<file path="src/rtl/mmu_port_arbiter.sv">
// Shares the MMU translation port between IF and D requesters and sequences CP0 MMU commands.
// Define MMU_ARB_PERF_EN to add saturating grant/stall performance counters.

`ifndef MEM_ACCESS
`define MEM_ACCESS   [0:0]
`define MEM_ACCESS_R 1'b0
`define MEM_ACCESS_W 1'b1
`endif

`ifndef MMU_EXCEPTION
`define MMU_EXCEPTION      [2:0]
`define MMU_EXCEPTION_NONE 3'd0
`define MMU_EXCEPTION_TLBL 3'd1
`define MMU_EXCEPTION_TLBS 3'd2
`define MMU_EXCEPTION_MOD  3'd3
`endif

`ifndef MMU_CMD
`define MMU_CMD                  [2:0]
`define MMU_CMD_NONE             3'd0
`define MMU_CMD_READ_REG         3'd1
`define MMU_CMD_WRITE_REG        3'd2
`define MMU_CMD_READ_TLB         3'd3
`define MMU_CMD_WRITE_TLB        3'd4
`define MMU_CMD_WRITE_TLB_RANDOM 3'd5
`define MMU_CMD_PROB_TLB         3'd6
`endif

`ifndef MMU_REG
`define MMU_REG          [2:0]
`define MMU_REG_INDEX    3'd0
`define MMU_REG_RANDOM   3'd1
`define MMU_REG_ENTRYLO0 3'd2
`define MMU_REG_ENTRYLO1 3'd3
`define MMU_REG_CONTEXT  3'd4
`define MMU_REG_PAGEMASK 3'd5
`define MMU_REG_WIRED    3'd6
`define MMU_REG_ENTRYHI  3'd7
`endif

// state | meaning
// IDLE  | nothing in flight; may issue a translation or accept a command
// XLATE | translation issued last cycle; done to owner, may issue again
// CMD   | non-probe command driven to the MMU for one cycle
// PRB0  | PROB_TLB driven for one cycle
// PRB1  | NONE driven while the MMU writes Index
// CDONE | cmd_done pulse with MMU read data
module mmu_port_arbiter #(
    parameter int unsigned STARVE_LIMIT = 4
) (
    input  logic                  clk,
    input  logic                  res,
    input  logic                  if_req,
    input  logic [31:0]           if_vaddr,
    output logic                  if_done,
    input  logic                  d_req,
    input  logic [31:0]           d_vaddr,
    input  logic `MEM_ACCESS      d_acc,
    output logic                  d_done,
    output logic [31:0]           xl_paddr,
    output logic `MMU_EXCEPTION   xl_exc,
    input  logic                  cmd_req,
    input  logic `MMU_CMD         cmd_op,
    input  logic `MMU_REG         cmd_reg,
    input  logic [31:0]           cmd_wdata,
    output logic                  cmd_done,
    output logic [31:0]           cmd_rdata,
    output logic                  mmu_addrValid,
    output logic [31:0]           mmu_vAddr,
    output logic `MEM_ACCESS      mmu_acc,
    output logic `MMU_CMD         mmu_cmd_o,
    output logic `MMU_REG         mmu_reg_o,
    output logic [31:0]           mmu_wdata,
    input  logic [31:0]           mmu_pAddr,
    input  logic `MMU_EXCEPTION   mmu_exc,
    input  logic [31:0]           mmu_rdata
`ifdef MMU_ARB_PERF_EN
    ,
    output logic [31:0]           perf_if_grants,
    output logic [31:0]           perf_d_grants,
    output logic [31:0]           perf_stall_cycles
`endif
);

    typedef enum logic [2:0] {S_IDLE, S_XLATE, S_CMD, S_PRB0, S_PRB1, S_CDONE} state_t;
    typedef enum logic [1:0] {OWN_NONE, OWN_IF, OWN_D} owner_t;

    localparam logic [3:0] LIMIT = 4'(STARVE_LIMIT);

    state_t     state;
    owner_t     owner;
    logic [3:0] starve_cnt;
    logic       grant_if;
    logic       grant_d;
    logic       issue;

    // A pending command blocks new translations so commands cannot be starved.
    always_comb begin
        grant_if = 1'b0;
        grant_d  = 1'b0;
        if (!res && !cmd_req && (state == S_IDLE || state == S_XLATE)) begin
            if (if_req && (!d_req || starve_cnt == LIMIT)) grant_if = 1'b1;
            else if (d_req)                                 grant_d  = 1'b1;
        end
        issue = grant_if | grant_d;
    end

    assign mmu_addrValid = issue;
    assign mmu_vAddr     = grant_if ? if_vaddr : (grant_d ? d_vaddr : 32'h0);
    assign mmu_acc       = grant_d ? d_acc : `MEM_ACCESS_R;

    assign if_done  = (state == S_XLATE) && (owner == OWN_IF);
    assign d_done   = (state == S_XLATE) && (owner == OWN_D);
    assign xl_paddr = mmu_pAddr;
    assign xl_exc   = mmu_exc;

    assign mmu_cmd_o = (state == S_CMD)  ? cmd_op :
                       (state == S_PRB0) ? `MMU_CMD_PROB_TLB : `MMU_CMD_NONE;
    assign mmu_reg_o = (state == S_CMD) ? cmd_reg : '0;
    assign mmu_wdata = (state == S_CMD) ? cmd_wdata : 32'h0;
    assign cmd_done  = (state == S_CDONE);
    assign cmd_rdata = cmd_done ? mmu_rdata : 32'h0;

    always_ff @(posedge clk) begin
        if (res) begin
            state      <= S_IDLE;
            owner      <= OWN_NONE;
            starve_cnt <= '0;
        end else begin
            if (!if_req || grant_if)
                starve_cnt <= '0;
            else if (grant_d && starve_cnt != LIMIT)
                starve_cnt <= starve_cnt + 4'd1;

            case (state)
                S_IDLE, S_XLATE: begin
                    if (cmd_req) begin
                        state <= (cmd_op == `MMU_CMD_PROB_TLB) ? S_PRB0 : S_CMD;
                        owner <= OWN_NONE;
                    end else if (issue) begin
                        state <= S_XLATE;
                        owner <= grant_if ? OWN_IF : OWN_D;
                    end else begin
                        state <= S_IDLE;
                        owner <= OWN_NONE;
                    end
                end
                S_CMD:   state <= S_CDONE;
                S_PRB0:  state <= S_PRB1;
                S_PRB1:  state <= S_CDONE;
                S_CDONE: state <= S_IDLE;
                default: begin
                    state <= S_IDLE;
                    owner <= OWN_NONE;
                end
            endcase
        end
    end

`ifdef MMU_ARB_PERF_EN
    always_ff @(posedge clk) begin
        if (res) begin
            perf_if_grants    <= '0;
            perf_d_grants     <= '0;
            perf_stall_cycles <= '0;
        end else begin
            if (grant_if && perf_if_grants != 32'hffff_ffff)
                perf_if_grants <= perf_if_grants + 32'd1;
            if (grant_d && perf_d_grants != 32'hffff_ffff)
                perf_d_grants <= perf_d_grants + 32'd1;
            if ((if_req || d_req) && !issue && perf_stall_cycles != 32'hffff_ffff)
                perf_stall_cycles <= perf_stall_cycles + 32'd1;
        end
    end
`endif

endmodule

</file>
<file path="config.mk">
export PLATFORM = sky130hd
export DESIGN_NAME = mmu_port_arbiter
export DESIGN_NICKNAME = d
export VERILOG_FILES = /design/src/rtl/mmu_port_arbiter.sv
export SDC_FILE = /design/constraint.sdc
export NUM_CORES = 1
export LEC_CHECK = 0
export ABC_AREA = 1
export CAP_MARGIN = 25
export CORE_AREA = 2 2 122 124
export CTS_CLUSTER_SIZE = 25
export DETAILED_ROUTE_END_ITERATION = 16
export DIE_AREA = 0 0 124 126
export PLACE_DENSITY_LB_ADDON = 0.12
export SETUP_SLACK_MARGIN = 0.2
export SLEW_MARGIN = 20
export SYNTH_ARGS = -nofsm -noshare
export SYNTH_HDL_FRONTEND = slang
export SYNTH_SLANG_ARGS = --single-unit
</file>
<file path="constraint.sdc">
create_clock -name clk -period 2.1 [get_ports clk]
set_clock_uncertainty 0.2 [all_clocks]
set_input_delay 0.42 -clock clk [delete_from_list [all_inputs] [get_ports clk]]
set_output_delay 0.42 -clock clk [all_outputs]
set_load 0.05 [all_outputs]
</file>
Word-level counts from Yosys, hierarchy flattened
Cells that the tools add are included.

word-level totals
  bits in registers = 9
  word-level logic and storage cells = 54

operators by class
  $add $sub $neg = 1
  eq/ne operators = 10
  muxes and demuxes = 21
  bitwise logic cells = 1
  reductions and logical operators = 18

operators by type and width
  operator               number
  $mux W32               4
  $eq A3 B3 Y1 const B   3
  $mux W3                3
  $pmux W3 S3            1
  $mux W1                8
  $mux W2                4
  $eq A3 B2 Y1 const B   2
  $logic_and A1 B1 Y1    6
  $reduce_or A2 Y1       3
  $add A4 B1 Y4 const B  1
  $eq A4 B3 Y1 const B   1
  $logic_not A1 Y1       4
  $ne A4 B3 Y1 const B   1
  $pmux W2 S2            1
  $reduce_or A4 Y1       1
  $eq A3 B1 Y1 const B   1
  $logic_not A3 Y1       1
  $logic_or A1 B1 Y1     3
  $eq A2 B1 Y1 const B   1
  $eq A2 B2 Y1 const B   1
  $or A1 B1 Y1           1

Longest topological paths before layout
  word-level depth = 9
  mapped depth = 8
  mapped depth without buffers = 8

Worst setup path after synthesis
Ideal clock, no wire load.

  kind = register -> output
  start point = register state[1]
  end point = output port cmd_rdata[10]
  arrival time = 2213 ps
  data required time = 1480 ps
  path slack = -733 ps
  cell stages (with the launch flop) = 7
  buffers on the path = 1
  path through = dfxtp_1 inv_1 nand2_1 nor2_1 inv_1 buf_2 nor2_1

on the way
  longest elaborated chain between the ends = 2

ends and longest elaborated chain
  item                    RTL line  source
  start, declared         90        state_t state;
  start signal, assigned  138       state <= (cmd_op == `MMU_CMD_PROB_TLB) ? S_PRB0 : S_CMD;
  $eq A3 B3 Y1            121       assign cmd_done = (state == S_CDONE);
  named net cmd_done      66        output logic cmd_done,
  $mux W32                122       assign cmd_rdata = cmd_done ? mmu_rdata : 32'h0;
  end, declared           67        output logic [31:0] cmd_rdata,

The timed path passes the listed nets, and every way through them passes these cells.

Worst setup path after layout
  start point = register starve_cnt[0]
  end point = output port mmu_vAddr[27]

on the way
  longest elaborated chain between the ends = 7
  elaborated cells on any way between the ends = 9

ends and longest elaborated chain
  item                    RTL line  source
  start, declared         92        logic [3:0] starve_cnt;
  start signal, assigned  133       starve_cnt <= starve_cnt + 4'd1;
  $eq A4 B3 Y1 *          102       if (if_req && (!d_req || starve_cnt == LIMIT)) grant_if = 1'b1;
  $logic_or A1 B1 Y1 *    102
  $logic_and A1 B1 Y1 *   102
  $mux W1                 102
  $mux W1                 101       if (!res && !cmd_req && (state == S_IDLE || state == S_XLATE)) begin
  $mux W32                109       assign mmu_vAddr = grant_if ? if_vaddr : (grant_d ? d_vaddr : 32'h0);
  $mux W32 *              109
  end, declared           69        output logic [31:0] mmu_vAddr,

Mark *: on every way between the ends. The rest lies on a longest branch, timed or not.

==> results_dict.tcl <==
set metrics [dict create \
    grtUsageMet2 0.287 \
    synthCells 372 \
    dieHeight_um 126 \
    synth.distinct_cells 23 \
    synth-edff-count 0 \
    worstHoldPathType "in2reg" \
    rr_worst_depth 17 \
    routedWlPerCell_um 14.4 \
    vdd_drop_max_mv 0.216 \
    async_flop_share 0 \
    synth.yosys.seq_area_share 0.0891 \
    fmax_mhz 433 \
    critical_path_class "reg2out" \
    synth_ff_type "dfxtp_1" \
    antenna_cells 0 \
    initial_core_util 0.141 \
    synth_seq_cells 9 \
    period_minus_slack_ps 2310 \
    cp.required_ps 1480 \
    netlist_top_cells_area "inv_1, nor2_1, buf_4" \
    tns_ps -9790 \
    dieArea_mm2 0.0156 \
    grt_pass1_wl_um 17900 \
    worstPathArrival_ps 1690 \
    grt_antenna_before_repair 0 \
    drc 0 \
    numClockSinks 9 \
    drtIter0Drc 100 \
    maxCapViolations 0 \
    regArea_um2 185 \
    power_density_mw_per_mm2 300 \
    hold_viol 0 \
    ys_warn_count 0 \
    gp_congestion 0.747 \
    setup_viol 67 \
    clk_pin_slew_ps 40 \
    cts_tree "built" \
    status "finished with violations" \
    coreArea_mm2 0.0143 \
    die_w_um 124 \
    cts.htree.levels 1 \
    area_growth_pct 274 \
    hpwl_um 8580 \
    rows 44 \
    fillers 1260 \
    fin_crit_sh 1.10 \
    hold_buffers 0 \
    crit_fanout 6 \
    drt_pre_antenna_iters 4 \
    ioPinCount 317 \
    drv_slew 0 \
    maxSlewHeadroom 0.845 \
    grt_pass1_vias 3441 \
    rsz0062_at_grt "true" \
    multi_input_area_mm2 0.00212 \
    cp-start-kind "flip-flop" \
    slowest_delay_ps 310 \
    path_buf_inv 4 \
    leakage_nw 3.20 \
    worst-path-stages 9 \
    crit_chain "inv_2 -> ha_4 -> nand3_4 -> nand2_4 -> nand3_4 -> buf_12 -> buf_16 -> o21ai_4 -> buf_12" \
    worstHoldStart "cmd_op[1]" \
    synthTopCellsByCount "inv_1, nor2_1, nand3_1" \
    drive_above_1_share 0.553 \
    clk_latency_ps 240 \
    fin_ws_ps -209 \
    yosys.area.top_type "inv_1" \
    yosysMostFrequentCell "inv_1" \
    root_buffer "clkbuf_16" \
    r2r_slack_ps -120 \
    synth_top_cell_area_share 0.215 \
    grt_max_degree 13 \
    netlist_area_mm2 0.00202 \
    grt_use_met1 0.150 \
    path_delay_family "buffers and inverters" \
    port_buffers 246 \
    nets 828 \
    ant_nets 0 \
    syn_nets 550 \
    vias 3322 \
    tightestPinTransition_ps 232 \
    grt_overflow_total 0 \
    r2r_start "starve_cnt[0]$_SDFFE_PP0P_" \
    cts_buffers 3 \
    worstSetupStartpoint "starve_cnt[0]$_SDFFE_PP0P_" \
    failed_checks "negative setup slack" \
    use_met3 0.0340 \
    finalWirelength_um 12000 \
    endpoint_kind "output port" \
    final_core_util 0.529 \
    hold_path_depth 3 \
    avgSynthCellArea_um2 5.44 \
    critPathSlowestCell "dfxtp_2" \
    viasPerCell 3.99 \
    grt_use_total 0.144 \
    clockBufferDepth 2 \
    top_usage_layer "met2" \
]
## tightest hold or removal path: cells and delay by family
family	cells	cell delay [ps]
buf+inv	1	110
simple gates	2	180
## registers in the layout, indices dropped and copies added (netlist names)
name,flops
state,3
starve_cnt,4
owner,2
## power by group
part	leakage, nW	switching (mW)	internal [mW]
sequential	0.0752	0.0144	0.187
clock	0.0409	0.0927	0.252
combinational	3.08	0.840	0.888
total	3.20	0.947	1.33
## logic make-up (layout without fill, tap and decap cells)
family                   Yosys count  in the layout  synth area share
AO/OA/AOI/OAI                     42             42             0.161
adder cells (fa/ha/maj)            3              3            0.0186
buffers and inverters            167            444             0.403
flip-flops                         9              9            0.0891
AND/OR/NAND/NOR                  151            151             0.329
## metrics by stage
step                      setup slack [ps]  instances  hold WS, ps  power (mW)  area, um2
after CTS                             -220        826          330        2.22       7200
after detailed placement              -467        781          325        1.55       5870
final                                 -209        833          317        2.27       7570
after global routing                  -292        833          378        2.38       7570
after global placement                -452        781          311        1.54       5870
after floorplan                      -17.9        372          253        1.02       2600
## area by class of cell
class | count | area share
flip-flops and latches | 9 | 0.0245
multi-input cells | 196 | 0.281
well taps | 184 | 0.0304
clock buffers | 3 | 0.00992
repair buffers | 323 | 0.595
clock inverters | 1 | 0.000661
inverters | 117 | 0.0587
## routing by layer
| layer | part of all wire | wire, um |
|---|---|---|
| met2 | 0.56 | 6730 |
| met3 | 0.099 | 1190 |
| met5 | 0 | 0 |
| met1 | 0.33 | 3990 |
| met4 | 0.0079 | 95 |
## final timing paths
path | to
hold reg to reg | owner[1]$_SDFFE_PP0N_
setup reg to reg | starve_cnt[0]$_SDFFE_PP0P_
hold / removal | state[0]$_SDFF_PP0_
setup / recovery | mmu_vAddr[27]
## cells in the final DEF (no fill, tap or decap), types with 2 or more instances in the layout
master | netlist | final
dlygate4sd2_1 | 0 | 4
a21oi_2 | 1 | 2
o21ai_0 | 6 | 3
a21oi_1 | 4 | 3
nand2_1 | 20 | 15
nand4_1 | 2 | 2
nor2_2 | 1 | 3
inv_1 | 116 | 108
o21ai_4 | 0 | 33
inv_2 | 1 | 8
clkbuf_16 | 0 | 8
nand2_4 | 0 | 3
buf_16 | 0 | 14
buf_8 | 0 | 19
dfxtp_1 | 9 | 5
nor2_4 | 1 | 72
buf_6 | 6 | 39
dfxtp_2 | 0 | 4
nand3_1 | 40 | 6
ha_4 | 0 | 2
nand2_2 | 2 | 3
clkdlybuf4s50_1 | 0 | 133
buf_12 | 0 | 86
buf_4 | 35 | 21
nor2_1 | 81 | 8
nand3_4 | 1 | 7
nand3_2 | 2 | 30
## repair_timing
item / in CTS / in global routing
buffers inserted: 28 / 2
setup endpoints to repair: 104 / 109
pin swaps: 17 / 22
gates cloned: 13 / 5
resized for setup: 181 / 60
No activity file was read; power rests on OpenSTA's default activity.
